`config.mk`:
```
export PLATFORM = sky130hd
export DESIGN_NAME = mem_port_arbiter
export DESIGN_NICKNAME = d
export VERILOG_FILES = /design/src/rtl/mem_port_arbiter.sv
export SDC_FILE = /design/constraint.sdc
export NUM_CORES = 1
export LEC_CHECK = 0
export CELL_PAD_IN_SITES_DETAIL_PLACEMENT = 1
export CELL_PAD_IN_SITES_GLOBAL_PLACEMENT = 1
export CORE_ASPECT_RATIO = 1.2
export CORE_UTILIZATION = 18
export CTS_CLUSTER_SIZE = 14
export DETAILED_ROUTE_END_ITERATION = 16
export HOLD_SLACK_MARGIN = 0.1
export PLACE_DENSITY = 0.88
export SYNTH_ARGS = -nofsm -noshare
export SYNTH_HDL_FRONTEND = slang
export SYNTH_SLANG_ARGS = --single-unit
```
`constraint.sdc`:
```
create_clock -name clk_i -period 1.8 [get_ports clk_i]
set_input_delay 0.27 -clock clk_i [delete_from_list [all_inputs] [get_ports clk_i]]
set_output_delay 0.27 -clock clk_i [all_outputs]
set_load 0.01 [all_outputs]
```
`src/rtl/mem_port_arbiter.sv`:
```
// mem_port_arbiter: shares one single-port RAM between fetch and data ports; `MEM_ARB_PERF_EN adds conflictCnt_o/waitCnt_o
module mem_port_arbiter #(
  parameter int MEM_LAT    = 1,
  parameter int STARVE_MAX = 4
) (
  input  logic        clk_i,
  input  logic        reset_i,
  input  logic        iReq_i,
  input  logic [31:0] iAddr_i,
  output logic [31:0] iRData_o,
  output logic        iValid_o,
  input  logic        dReq_i,
  input  logic        dWe_i,
  input  logic [31:0] dAddr_i,
  input  logic [31:0] dWData_i,
  input  logic [3:0]  dWMask_i,
  output logic [31:0] dRData_o,
  output logic        dValid_o,
  output logic        fStall_o,
  output logic        mStall_o,
  output logic [31:0] memAddr_o,
  output logic        memRd_o,
  output logic        memWe_o,
  output logic [31:0] memWData_o,
  output logic [3:0]  memWMask_o,
`ifdef MEM_ARB_PERF_EN
  output logic [31:0] conflictCnt_o,
  output logic [31:0] waitCnt_o,
`endif
  input  logic [31:0] memRData_i
);
  localparam int SW = $clog2(STARVE_MAX + 2);
  typedef enum logic [1:0] {IDLE, I_WAIT, D_WAIT} state_t;
  state_t        state;
  logic [2:0]    lat_cnt;
  logic [SW-1:0] starve_cnt;
  logic [31:0]   addr_q;
  logic          idle, starved, grant_i, grant_d, done;
  always_comb begin
    idle       = reset_i && state == IDLE;
    starved    = STARVE_MAX != 0 && starve_cnt == SW'(STARVE_MAX);
    grant_i    = idle && iReq_i && (!dReq_i || starved);
    grant_d    = idle && dReq_i && !grant_i;
    done       = reset_i && state != IDLE && lat_cnt == 3'd0;
    memRd_o    = grant_i || (grant_d && !dWe_i);
    memWe_o    = grant_d && dWe_i;
    memAddr_o  = grant_i ? iAddr_i >> 2 : grant_d ? dAddr_i >> 2 : addr_q;
    memWData_o = memWe_o ? dWData_i : '0;
    memWMask_o = memWe_o ? dWMask_i : '0;
    iValid_o   = done && state == I_WAIT;
    dValid_o   = memWe_o || (done && state == D_WAIT);
    iRData_o   = memRData_i;
    dRData_o   = memRData_i;
    fStall_o   = iReq_i && !iValid_o;
    mStall_o   = dReq_i && !dValid_o;
  end
  always_ff @(posedge clk_i) begin
    if (!reset_i) begin
      state      <= IDLE;
      lat_cnt    <= '0;
      starve_cnt <= '0;
      addr_q     <= '0;
    end else begin
      addr_q     <= memAddr_o;
      lat_cnt    <= memRd_o ? 3'(MEM_LAT - 1) : (state != IDLE && lat_cnt != 3'd0) ? lat_cnt - 3'd1 : lat_cnt;
      state      <= grant_i ? I_WAIT : (grant_d && !dWe_i) ? D_WAIT : done ? IDLE : state;
      starve_cnt <= grant_i ? '0 : (grant_d && iReq_i && starve_cnt != SW'(STARVE_MAX)) ? starve_cnt + SW'(1) : starve_cnt;
    end
  end
`ifdef MEM_ARB_PERF_EN
  always_ff @(posedge clk_i) begin
    if (!reset_i) begin
      conflictCnt_o <= '0;
      waitCnt_o     <= '0;
    end else begin
      conflictCnt_o <= conflictCnt_o + 32'(state == IDLE && iReq_i && dReq_i);
      waitCnt_o     <= waitCnt_o + 32'(fStall_o || mStall_o);
    end
  end
`endif
endmodule
```
==> metrics <==
slew at the pin closest to its max-slew limit=approximately 0.35 ns; fin util=a little under two fifths; most frequent cells in the layout=97 x clkdlybuf4s50_1, 84 x buf_4, 45 x buf_2; H-Tree Depth=2; critical path fanouts, max=5; number of I/O port buffers=174; Worst Setup Start Kind=register; cell internal pwr=approximately 2.2 mW; RSZ-0062 raised after global routing=true; remaining antenna violation count=0; clock-pin slew on the worst setup and hold paths=0.06 ns; GRT Residual Overflow=0; Final WS setup=-0.3616 ns; I/O pin count=275; die height=141.4 um; Clock Power Share=between 30 and 40%; Setup TNS=-20.10 ns; CTS Buf Count=5; delay-heaviest family, CP=buffers and inverters; fin crit period=2.162 ns; total die area=0.01670 mm2; drt via density=4.335; CTS Buffer Depth=2; switch share=29.04%; Synthesis Warnings=0; failing checks=negative setup slack; commonest non-fill, non-tap cell in the layout=clkdlybuf4s50_1; critical-path cell list=inv_2 -> ha_4 -> a21boi_4 -> buf_12 -> o211a_4 -> buf_8 -> buf_16 -> or2_1 -> buf_2; register area share after synthesis=27.48%; first-pass GRT wire length=20.26 mm; drt pass-1 iters=4; Max stage delay on crit path=0.33 ns; pre-CTS WS=-0.8653 ns; Multi-input gate area=0.001887 mm2; CP arrival=1.89 ns; routability cong.=0.7422; IR drop worst, VDD=331.6 uV; worst path bufs/invs=5; #FFs+latches synth=40; WL per Instance=roughly 18 um; number of synthesized flops with an enable pin=0; Clock Latency Late Sink=0.29 ns; Netlist cell types=34; sequential share of power=31.6%; Post-Layout Cell Count=755; HP Class=in2reg; fmax=0.4626 GHz; Setup Skew=0.003684 ns; syn nets=481; Synth area leader=dfxtp_1; post-synth top area share=a little over a quarter; pin count of the biggest net entering global routing=21; FF+latch area=807.0 um2; Routed WL=between 10 and 15 mm; Worst setup EP type=output pin; First DRT Iteration DRCs=50; initial antenna violation count=0; period utilization=120.1%; Mapped Area=approximately 0.0029 mm2; Overall Global Routing Usage=15.90%; Slew Viols, Final=0; crit path kind=reg2out; number of global-route vias before repair=3559; via count=3273; logic gate share of total power=about two fifths; slew margin rel.=75.93%; initial core utilization=18.56%; Gate Count Post-Synth=340; outcome=finished, violations left; Die X=between 100 and 150 um; main flop type after synthesis=dfxtp_1; Avg Cell Area, Syn=8.571 um2; Synth async-reset ratio=0%; Pwr Total=3.047 mW; DRC Markers=0; Max Cap Viol=0; Filler cells=1776; Hold Vio Cnt, Final=0; Num Clock Sinks=40; Post-CTS Hold Buffers=0; switching pwr=0.8846 mW; Leakage=about 2.6 nW; final setup fails=between 70 and 80; worst path required time=roughly 1.5 ns; Core ar.=0.01570 mm2; detailed placer's ending HPWL=8.419 mm; antenna cells=0; top post-synthesis cells by area=dfxtp_1 27%, buf_4 17%, mux2i_1 11%; proportion of layout cells with a drive suffix above 1=between 50 and 60%; Cell Pwr Density=roughly 520 mW/mm2; CTS tree=yes; nets=between 600 and 700; cell row count=50; placed cell count=709; CTS root buffer=clkbuf_16; Area growth, synth to finish=102.0%; Slowest cell on crit path=dfxtp_2
-- timing repair --
action	4_1_cts	5_1_grt
pin swaps	28	5
setup endpoints to repair	75	88
endpoints found under the hold margin	0	0
buffers inserted	26	6
gates cloned	10	1
resized for setup	414	29
-- cells in the mapped netlist, types with 2 or more instances --
library cell  count
buf_4            65
dfxtp_1          40
a21oi_1          36
mux2i_1          31
a211oi_1         30
nor3_1           30
and2_1           26
buf_2            14
and2_4           10
clkbuf_1          5
o21ai_0           5
buf_6             4
ha_1              4
inv_1             4
nor3b_1           4
and3_1            3
nor2_1            3
and4_1            2
and4bb_2          2
buf_12            2
nand2_1           2
nand2b_1          2
nand3_1           2
nand4bb_1         2
nor2b_1           2
or3_1             2
-- logic make-up (layout without fill, tap and decap cells) --
family	count (synthesis)	after routing	synth area share, %
AOI/OAI and AO/OA	75	75	16.10
adders and majority gates	4	4	1.718
buffers and inverters	95	302	23.36
DFF	40	40	27.48
muxes	31	31	10.65
and+or+nand+nor	95	95	20.70
-- tightest hold or removal path, delay by kind of cell --
family,cells,cell delay (ns)
and+or+nand+nor,1,0.11
buffers and inverters,1,0.25
AOI/OAI and AO/OA,1,0.06
-- routing by layer --
layer	GRT usage [%]	share of wire [%]	vias to the layer above
met5	0	0	-
met4	9.312	4.5	0
li1	-	-	1556
met2	30.77	54	127
met1	16.06	37	1540
met3	2.412	4.7	50
-- stage by stage --
stage	hold WS, ns	area, um2
after global routing	0.4909	5886
after CTS	0.4529	5772
after global placement	0.4618	4926
after floorplan	0.4384	2914
after detailed placement	0.5026	4926
final	0.4603	5886
-- area by class of cell --
class | count | area share, %
Inverter | 5 | 0.3189
Sequential cell | 40 | 13.71
Tap cell | 208 | 4.422
Timing Repair Buffer | 289 | 46.96
Clock inverter | 2 | 0.1701
Multi-Input combinational cell | 205 | 32.06
Clock buffer | 6 | 2.360
-- power by group through the flow --
stage	Clock (mW)	Combinational [mW]	Sequential [mW]
finish	0.919	1.16	0.964
global route	1.00	1.23	0.969
CTS	0.964	1.12	0.961
detailed placement	0	0.994	0.980
global placement	0	0.977	0.978
floorplan	0	0.513	0.974
-- path summary, 6_finish.rpt --
check	from	to	slack, ns	depth (start not counted)
min	dReq_i	starve_cnt[2]$_SDFFE_PP0P_	0.46	3
max	starve_cnt[0]$_SDFFE_PP0P_	dValid_o	-0.36	9
min reg2reg	addr_q[30]$_SDFF_PN0_	addr_q[30]$_SDFF_PN0_	0.51	1
max reg2reg	starve_cnt[0]$_SDFFE_PP0P_	lat_cnt[1]$_SDFFE_PP0P_	-0.02	11
-- sequential cells by signal, summed over array words and instances, names as in the netlist --
register and flops:
addr_q 32, lat_cnt 3, starve_cnt 3, state 2
(Power assumes the default switching activity.)
